<file path="src/rtl/vad_decide_pkg.sv">
// rtl/vad_decide_pkg.sv - shared VAD types and widths for the MAC and decision stages
package vad_decide_pkg;

    typedef enum logic [1:0] {
        SIL    = 2'd0,
        ONSET  = 2'd1,
        SPEECH = 2'd2,
        HANG   = 2'd3
    } vad_state_e;

    localparam int VAD_SCORE_W     = 10;
    localparam int VAD_FRAME_CNT_W = 16;

endpackage

</file>
<file path="src/rtl/vad_out_buf.sv">
// rtl/vad_out_buf.sv - single-entry result buffer with valid/ready handshake and sticky overrun
module vad_out_buf #(
    parameter int W = 2
) (
    input  logic         clk,
    input  logic         rst,
    input  logic         load_i,
    input  logic [W-1:0] data_i,
    input  logic         ready_i,
    output logic         valid_o,
    output logic [W-1:0] data_o,
    output logic         overrun_o
);

    logic         valid_q, valid_d;
    logic [W-1:0] data_q, data_d;
    logic         overrun_q, overrun_d;

    // A load always wins over the drain, so a coinciding handshake keeps valid high
    always_comb begin
        valid_d   = valid_q;
        data_d    = data_q;
        overrun_d = overrun_q;
        if (load_i) begin
            valid_d = 1'b1;
            data_d  = data_i;
            if (valid_q && !ready_i) begin
                overrun_d = 1'b1;
            end
        end else if (valid_q && ready_i) begin
            valid_d = 1'b0;
        end
    end

    always_ff @(posedge clk) begin
        if (rst) begin
            valid_q   <= 1'b0;
            data_q    <= '0;
            overrun_q <= 1'b0;
        end else begin
            valid_q   <= valid_d;
            data_q    <= data_d;
            overrun_q <= overrun_d;
        end
    end

    assign valid_o   = valid_q;
    assign data_o    = data_q;
    assign overrun_o = overrun_q;

endmodule

</file>
<file path="src/rtl/vad_decide.sv">
// rtl/vad_decide.sv - per-frame speech decision with onset/hangover smoothing
module vad_decide
    import vad_decide_pkg::*;
#(
    parameter int SCORE_W      = VAD_SCORE_W,
    parameter int THRESH       = 0,
    parameter int ONSET_FRAMES = 3,
    parameter int HANG_FRAMES  = 8
) (
    input  logic                        clk,
    input  logic                        rst,
    input  logic signed [SCORE_W-1:0]   score_noise,
    input  logic signed [SCORE_W-1:0]   score_speech,
    input  logic                        score_valid,
    output logic                        vad_flag,
    output logic                        raw_flag,
    output logic                        vad_valid,
    input  logic                        vad_ready,
    output logic                        overrun,
    output logic [VAD_FRAME_CNT_W-1:0]  frame_cnt
);

    localparam logic signed [SCORE_W:0] THR_C   = (SCORE_W+1)'(THRESH);
    localparam logic [5:0]              ONSET_C = 6'(ONSET_FRAMES);
    localparam logic [5:0]              HANG_C  = 6'(HANG_FRAMES);

    vad_state_e                  state_q, state_d;
    logic [5:0]                  cnt_q, cnt_d, cnt_inc;
    logic [VAD_FRAME_CNT_W-1:0]  frame_cnt_q;
    logic signed [SCORE_W:0]     margin_d;
    logic                        is_speech_d;
    logic                        vad_flag_d;
    logic [1:0]                  buf_data;

    // One extra bit keeps the difference of two full-range scores exact
    assign margin_d    = {score_speech[SCORE_W-1], score_speech}
                       - {score_noise[SCORE_W-1], score_noise};
    assign is_speech_d = margin_d > THR_C;
    assign cnt_inc     = cnt_q + 6'd1;

    always_comb begin
        state_d = state_q;
        cnt_d   = cnt_q;
        case (state_q)
            SIL: begin
                if (is_speech_d) begin
                    if (ONSET_C == 6'd1) begin
                        state_d = SPEECH;
                        cnt_d   = 6'd0;
                    end else begin
                        state_d = ONSET;
                        cnt_d   = 6'd1;
                    end
                end
            end
            ONSET: begin
                if (!is_speech_d) begin
                    state_d = SIL;
                    cnt_d   = 6'd0;
                end else if (cnt_inc == ONSET_C) begin
                    state_d = SPEECH;
                    cnt_d   = 6'd0;
                end else begin
                    cnt_d = cnt_inc;
                end
            end
            SPEECH: begin
                if (!is_speech_d) begin
                    if (HANG_C == 6'd1) begin
                        state_d = SIL;
                        cnt_d   = 6'd0;
                    end else begin
                        state_d = HANG;
                        cnt_d   = 6'd1;
                    end
                end
            end
            HANG: begin
                if (is_speech_d) begin
                    state_d = SPEECH;
                    cnt_d   = 6'd0;
                end else if (cnt_inc == HANG_C) begin
                    state_d = SIL;
                    cnt_d   = 6'd0;
                end else begin
                    cnt_d = cnt_inc;
                end
            end
            default: begin
                state_d = SIL;
                cnt_d   = 6'd0;
            end
        endcase
    end

    always_ff @(posedge clk) begin
        if (rst) begin
            state_q     <= SIL;
            cnt_q       <= 6'd0;
            frame_cnt_q <= '0;
        end else if (score_valid) begin
            state_q     <= state_d;
            cnt_q       <= cnt_d;
            frame_cnt_q <= frame_cnt_q + 1'b1;
        end
    end

    assign vad_flag_d = (state_d == SPEECH) || (state_d == HANG);

    vad_out_buf #(
        .W(2)
    ) u_out_buf (
        .clk       (clk),
        .rst       (rst),
        .load_i    (score_valid),
        .data_i    ({is_speech_d, vad_flag_d}),
        .ready_i   (vad_ready),
        .valid_o   (vad_valid),
        .data_o    (buf_data),
        .overrun_o (overrun)
    );

    assign {raw_flag, vad_flag} = buf_data;
    assign frame_cnt            = frame_cnt_q;

endmodule
</file>
<file path="config.mk">
export PLATFORM = sky130hd
export DESIGN_NAME = vad_decide
export DESIGN_NICKNAME = d
export VERILOG_FILES = /design/src/rtl/vad_decide_pkg.sv /design/src/rtl/vad_out_buf.sv /design/src/rtl/vad_decide.sv
export SDC_FILE = /design/constraint.sdc
export NUM_CORES = 1
export LEC_CHECK = 0
export CORE_MARGIN = 5
export CORE_UTILIZATION = 45
export CTS_CLUSTER_DIAMETER = 80
export CTS_CLUSTER_SIZE = 20
export DETAILED_ROUTE_END_ITERATION = 10
export PLACE_DENSITY_LB_ADDON = 0.08
export RECOVER_POWER = 100
export SYNTH_ARGS = -nofsm -noshare
export SYNTH_HDL_FRONTEND = slang
export SYNTH_SLANG_ARGS = --single-unit
</file>
<file path="constraint.sdc">
create_clock -name clk -period 3 [get_ports clk]
set_input_delay 0.6 -clock clk [delete_from_list [all_inputs] [get_ports clk]]
set_output_delay 0.6 -clock clk [all_outputs]
set_load 0.03 [all_outputs]
</file>
==> impl_metrics.csv, run 1 <==
group,metric,value,unit
run_status,status,"finished clean",
power,power.total,0.00102,W
worst_hold_path,hp-class,"reg2reg",
layout,insertedDiodeCount,0,
worst_hold_path,hold_depth,2,
grt,grt.overflow.total,0,
critical_path,setup.worst_path.end_class,"flip-flop",
critical_path,reg2reg_from,"cnt_q[1]",
drt,vias,1911,
floorplan,initial_utilization,47.0,%
synth,synth_cell_types,46,
drt,wl_per_cell,12.7,um
power,power.density,364,mW/mm^2
critical_path,r2r-end,"cnt_q[0]",
power,ir_drop,0.227,mV
placement,post-dp-hpwl,3450,um
floorplan,die_x,75.1,um
clocking,clk_path_buf_depth,2,
clocking,clock_latency,0.28,ns
layout,drive_gt1_share,22.0,%
critical_path,crit_fanout,6,
worst_hold_path,holdPathEnd,"u_out_buf.overrun_o",
worst_hold_path,worstHoldStart,"u_out_buf.overrun_o",
critical_path,crit_type,"in2reg",
clocking,clkSlewWorstSetupHoldPaths,0.10,ns
placement,dpl_cell_area,0.00258,mm^2
synth,yosys-top-cells-area,"dfxtp_1, ha_1, nor2_1, xor2_1, a21oi_1",
synth,synth_fp_nets,281,
power,p_int,0.000731,W
clocking,cts_sinks,28,
synth,ys_seq_area_share,29.4,%
run,max-cap-violations,0,
clocking,cts_root_buf,"clkbuf_8",
sta,rsz0062_at_grt,"no",
critical_path,cp.required,3.21,ns
synth,synth_top_area_share,29.4,%
sta,hold_slack,0.491,ns
drt,drt_wl_total,4550,um
critical_path,rrSetupSlack,0.85,ns
critical_path,rr_worst_depth,9,
critical_path,crit_arrival,3.11,ns
power,p_sw,0.000292,W
synth,syn_area,0.00191,mm^2
placement,port_buffers,43,
sta,post-route-period-util,96.5,%
drt,drt_iter0_markers,96,
sta,slew_viol_final,0,
sta,finalSetupTns,0,ns
clocking,cts_tree,"built",
power,clock_power_share,29.7,%
sta,post-route-min-period,2.89,ns
synth,ys_async_sr_fraction,0,%
clocking,htree_levels,1,
grt,grt_max_degree,17,
layout,area_delta_synth_final,47.4,%
critical_path,path_cells,"dlygate4sd2_1 -> ha_4 -> buf_4 -> a21o_1 -> clkbuf_4 -> a22oi_1 -> a211o_1 -> xnor2_1 -> o31ai_4 -> buf_12 -> mux2i_2 -> or3_1 -> a31oi_1",
critical_path,slowest_delay,0.33,ns
synth,ys_seq_elements,28,
drt,drc,0,
floorplan,coreArea,0.00406,mm^2
synth,postSynthCellCount,243,
floorplan,num_rows,23,
power,p_comb_share,31.1,%
synth,synth_ff_type,"dfxtp_1",
power,p_leak,1.24,nW
power,p_seq_share,39.2,%
power,swShare,28.5,%
drt,first_pass_iters,4,
grt,grt_pass1_wl,7290,um
layout,post-route-util,69.3,%
drt,antenna_left,0,
sta,hold_viol,0,
critical_path,critical-path-top-delay-family,"compound AO/OA/AOI/OAI gates",
floorplan,die_h,75.1,um
sta,fin_skew,0.00331,ns
sta,relSlewSlack,51.5,%
critical_path,cp_num_buf_inv,4,
synth,syn-mean-instance-area,7.85,um^2
synth,yosys_warnings,0,
synth,synth_area_leader_cell,"dfxtp_1",
grt,grtUsageTotal,16.3,%
placement,gp_congestion,0.837,
drt,vias_per_cell,5.32,
sta,tightestPinTransition,0.728,ns
synth,synth-edff-count,0,
critical_path,startpoint_type,"primary input",
sta,setup_violations,0,
critical_path,slowest_stage,"or3_1",
grt,grt_pass1_vias,1783,
sta,fmaxAchievable,346,MHz
floorplan,num_io_pins,44,
grt,antenna_found_initial,0,
clocking,cts_buffers,3,
floorplan,die_area,0.00564,mm^2
layout,fin_nets,348,
layout,fin_area,0.00281,mm^2
[power groups by stage]
stage	Combinational (W)	Sequential, W	Clock (W)
2_1_floorplan	0.000155	0.000413	0
3_3_place_gp	0.000276	0.000409	0
3_5_place_dp	0.000280	0.000409	0
4_1_cts	0.000299	0.000400	0.000308
5_1_grt	0.000346	0.000404	0.000317
6_report	0.000318	0.000401	0.000304
[cell usage after synthesis (6+ instances only)]
cell type / count
nor2_1: 33
o21ai_0: 7
or3_1: 6
nor3_1: 6
nand3_1: 7
a21oi_1: 16
dfxtp_1: 28
ha_1: 13
xnor2_1: 6
inv_1: 20
xor2_1: 12
nand2_1: 21
and3_1: 7
[tightest hold or removal path, delay by kind of cell, from the launching register on]
kind | cells | cell delay [ns]
AOI/OAI and AO/OA | 1 | 0.05
and+or+nand+nor | 1 | 0.07
DFF | 1 | 0.35
[routing by layer]
| layer | routed length [um] | global-route usage, % | up-vias |
|---|---|---|---|
| met5 | 0 | 0 | - |
| li1 | - | - | 978 |
| met2 | 2270 | 29.8 | 51 |
| met3 | 234 | 1.74 | 7 |
| met4 | 80 | 6.52 | 0 |
| met1 | 1960 | 19.4 | 875 |
[how the worst max path moves through the flow]
stage / from / to / slack, ns / cells after the start
CTS: score_noise[3] / cnt_q[1] / 0.01 / 13
global route: score_speech[1] / cnt_q[0] / 0.0005 / 11
floorplan: score_speech[0] / cnt_q[3] / -0.005 / 12
finish: score_speech[2] / cnt_q[0] / 0.11 / 13
global placement: score_speech[0] / cnt_q[3] / -0.58 / 14
detailed placement: score_speech[0] / u_out_buf.data_o[0] / -0.64 / 15
[area by class of cell]
class	count	area, um^2
Fill cell	346	1250
Multi-Input combinational cell	187	1390
Sequential cell	28	561
Clock inverter	1	30.0
Clock buffer	3	41.3
Tap cell	50	62.6
Timing Repair Buffer	70	639
Inverter	20	87.6
[cell usage in the layout (no fill, tap or decap), types with 3 or more instances in the layout]
cell / instances
xnor2_1: 5
ha_1: 6
dlymetal6s2s_1: 3
nand3_1: 7
xor2_1: 12
o21ai_0: 7
ha_4: 7
mux2i_1: 3
nand2b_1: 4
dlygate4sd2_1: 6
clkdlybuf4s50_1: 10
clkbuf_8: 3
dfxtp_1: 28
nor2_1: 32
nand2_1: 20
dlygate4sd3_1: 22
nand4_1: 4
nor3_1: 6
buf_4: 22
inv_2: 6
a31o_2: 3
a31oi_1: 4
or3_1: 6
a21oi_1: 14
inv_1: 13
and3_1: 6
[through the flow]
stage | instances | worst slack (ns)
6_report | 359 | 0.106
3_3_place_gp | 352 | -0.577
2_1_floorplan | 243 | -0.00488
3_5_place_dp | 352 | -0.639
5_1_grt | 359 | 0.000495
4_1_cts | 357 | 0.0127
[repair_timing]
action | 4_1_cts | 5_1_grt
resized for setup | 29 | 15
pin swaps | 14 | 11
setup buffers | 1 | 2
endpoints found under the setup margin | 10 | 8
hold buffers | 0 | 0
gates cloned | 0 | 0
[sequential cells by signal, summed over array words and instances, names as in the netlist]
register             count
frame_cnt               16
u_out_buf.overrun_o      1
cnt_q                    6
state_q                  2
u_out_buf.valid_o        1
u_out_buf.data_o         2
[kinds of logic after synthesis]
family | Yosys count | synth area share (%)
and+or+nand+nor | 99 | 24.8
muxes | 6 | 3.28
DFF | 28 | 29.4
xor gates and xnor gates | 18 | 8.27
buffers and inverters | 28 | 6.23
AOI/OAI and AO/OA | 50 | 18.4
adders and majority gates | 14 | 9.58
(Power assumes the default switching activity.)
==> run 2: changes to the inputs <==
--- a/config.mk
+++ b/config.mk
@@ -5,11 +5,11 @@
 export SDC_FILE = /design/constraint.sdc
 export NUM_CORES = 1
 export LEC_CHECK = 0
-export CORE_MARGIN = 5
 export CORE_UTILIZATION = 45
 export CTS_CLUSTER_DIAMETER = 80
 export CTS_CLUSTER_SIZE = 20
 export DETAILED_ROUTE_END_ITERATION = 10
+export GPL_ROUTABILITY_DRIVEN = 0
 export PLACE_DENSITY_LB_ADDON = 0.08
 export RECOVER_POWER = 100
 export SYNTH_ARGS = -nofsm -noshare
==> impl_metrics.csv, run 2 (same netlist as run 1, synthesis figures left out) <==
group,metric,value,unit
power,power.density,364,mW/mm^2
layout,fin_nets,346,
floorplan,die_area,0.00450,mm^2
power,ir_drop,0.185,mV
grt,grt_pass1_vias,1656,
sta,slew_viol_final,0,
critical_path,crit_type,"in2reg",
sta,tightestPinTransition,0.387,ns
grt,grt_max_degree,23,
floorplan,die_x,67.1,um
sta,fin_skew,0.00479,ns
power,p_leak,1.24,nW
grt,grt.overflow.total,0,
placement,post-dp-hpwl,3300,um
sta,setup_violations,0,
clocking,clock_latency,0.28,ns
clocking,clk_path_buf_depth,2,
sta,rsz0062_at_grt,"no",
drt,vias,1863,
placement,pre_cts_ws,-0.663,ns
worst_hold_path,hp-class,"reg2reg",
floorplan,die_h,67.1,um
drt,first_pass_iters,4,
layout,final_common_cell,"nor2_1",
grt,grt_pass1_wl,7310,um
critical_path,startpoint_type,"primary input",
sta,finalSetupTns,0,ns
sta,post-route-min-period,2.91,ns
placement,port_buffers,43,
clocking,cts_buffers,3,
drt,antenna_left,0,
layout,insertedDiodeCount,0,
sta,layout_setup_ws,0.0893,ns
clocking,hold_buffers,0,
layout,post-route-util,69.4,%
critical_path,setup.worst_path.end_class,"flip-flop",
sta,post-route-period-util,97.0,%
drt,wl_per_cell,12.2,um
layout,fillers,351,
layout,area_delta_synth_final,46.7,%
clocking,htree_levels,1,
layout,mostFrequentLayoutCells,"nor2_1, dfxtp_1, dlygate4sd3_1, buf_4, nand2_1",
floorplan,coreArea,0.00403,mm^2
drt,drc,0,
floorplan,num_io_pins,44,
clocking,cts_tree,"built",
layout,largest_reg_flops,16,
sta,fmaxAchievable,344,MHz
drt,vias_per_cell,5.22,
grt,antenna_found_initial,0,
drt,drt_wl_total,4340,um
clocking,clkSlewWorstSetupHoldPaths,0.10,ns
critical_path,cp.required,3.18,ns
drt,drt_iter0_markers,82,
critical_path,crit_fanout,5,
run_status,status,"finished clean",
sta,hold_viol,0,
critical_path,crit_arrival,3.09,ns
floorplan,initial_utilization,47.3,%
layout,drive_gt1_share,22.5,%
grt,grtUsageTotal,21.3,%
clocking,cts_sinks,28,
floorplan,num_rows,23,
clocking,cts_root_buf,"clkbuf_8",
sta,relSlewSlack,73.5,%
run,max-cap-violations,0,
run 2: cell count changes in the layout (fill, tap and decap cells not counted), moves of 2 or more:
cell     delta
a21oi_2     -2
nor2_4      +2
nor4_2      +2
nor4_1      -2
xnor2_1     -2
xnor2_2     +3
a21oi_1     +2
run 2: what timing repair did:
action | 4_1_cts | 5_1_grt
pin swaps | 15 | 13
setup endpoints to repair | 10 | 10
setup buffers | 3 | 0
gates resized for setup | 33 | 16
run 2: stage by stage:
stage | std cells | instance area [um^2] | hold WS, ns | total power, W
3_5_place_dp | 350 | 2570 | 0.467 | 0.000689
6_report | 357 | 2800 | 0.476 | 0.00102
2_1_floorplan | 243 | 1940 | 0.489 | 0.000568
4_1_cts | 357 | 2750 | 0.491 | 0.00102
3_3_place_gp | 350 | 2570 | 0.450 | 0.000685
5_1_grt | 357 | 2800 | 0.503 | 0.00107
run 2: worst paths after layout:
check,startpoint,to,slack (ns),cells past startpoint
max,score_speech[0],cnt_q[3],0.09,14
min,u_out_buf.overrun_o,u_out_buf.overrun_o,0.48,2
max reg2reg,cnt_q[1],cnt_q[1],0.88,9
min reg2reg,u_out_buf.overrun_o,u_out_buf.overrun_o,0.48,2
run 2: final cells by class:
cell class / instances / area, um^2 / share of cell area (%)
clock inverters: 1 / 30.0 / 1.07
clock buffers: 3 / 41.3 / 1.48
well taps: 50 / 62.6 / 2.24
multi-input cells: 187 / 1380 / 49.5
inverters: 20 / 87.6 / 3.13
flip-flops and latches: 28 / 561 / 20.0
repair buffers: 68 / 632 / 22.6
run 2: worst max-delay path: stages:
cell,delay (ns)
buf_4,0.14
inv_12,0.05
ha_4,0.12
inv_2,0.03
fa_2,0.36
a21o_1,0.23
a221oi_2,0.24
xor2_1,0.17
nand4_1,0.11
o31ai_2,0.34
buf_12,0.16
xnor2_2,0.16
o21ai_2,0.11
a31o_2,0.25
run 2: power by group:
group | internal (W) | switching, W
Clock | 0.000179 | 0.000119
Combinational | 0.000173 | 0.000147
Sequential | 0.000383 | 0.0000166
run 2: layer usage:
metal  wire length (um)  vias to the layer above  track usage [%]  part of all wire, %
met5                  0                        -                0                    0
met4                 24                        0             5.59                 0.55
met3                135                        2             3.77                  3.1
met2               2180                       36             37.0                   50
li1                   -                      970                -                    -
met1               2000                      855             26.7                   46
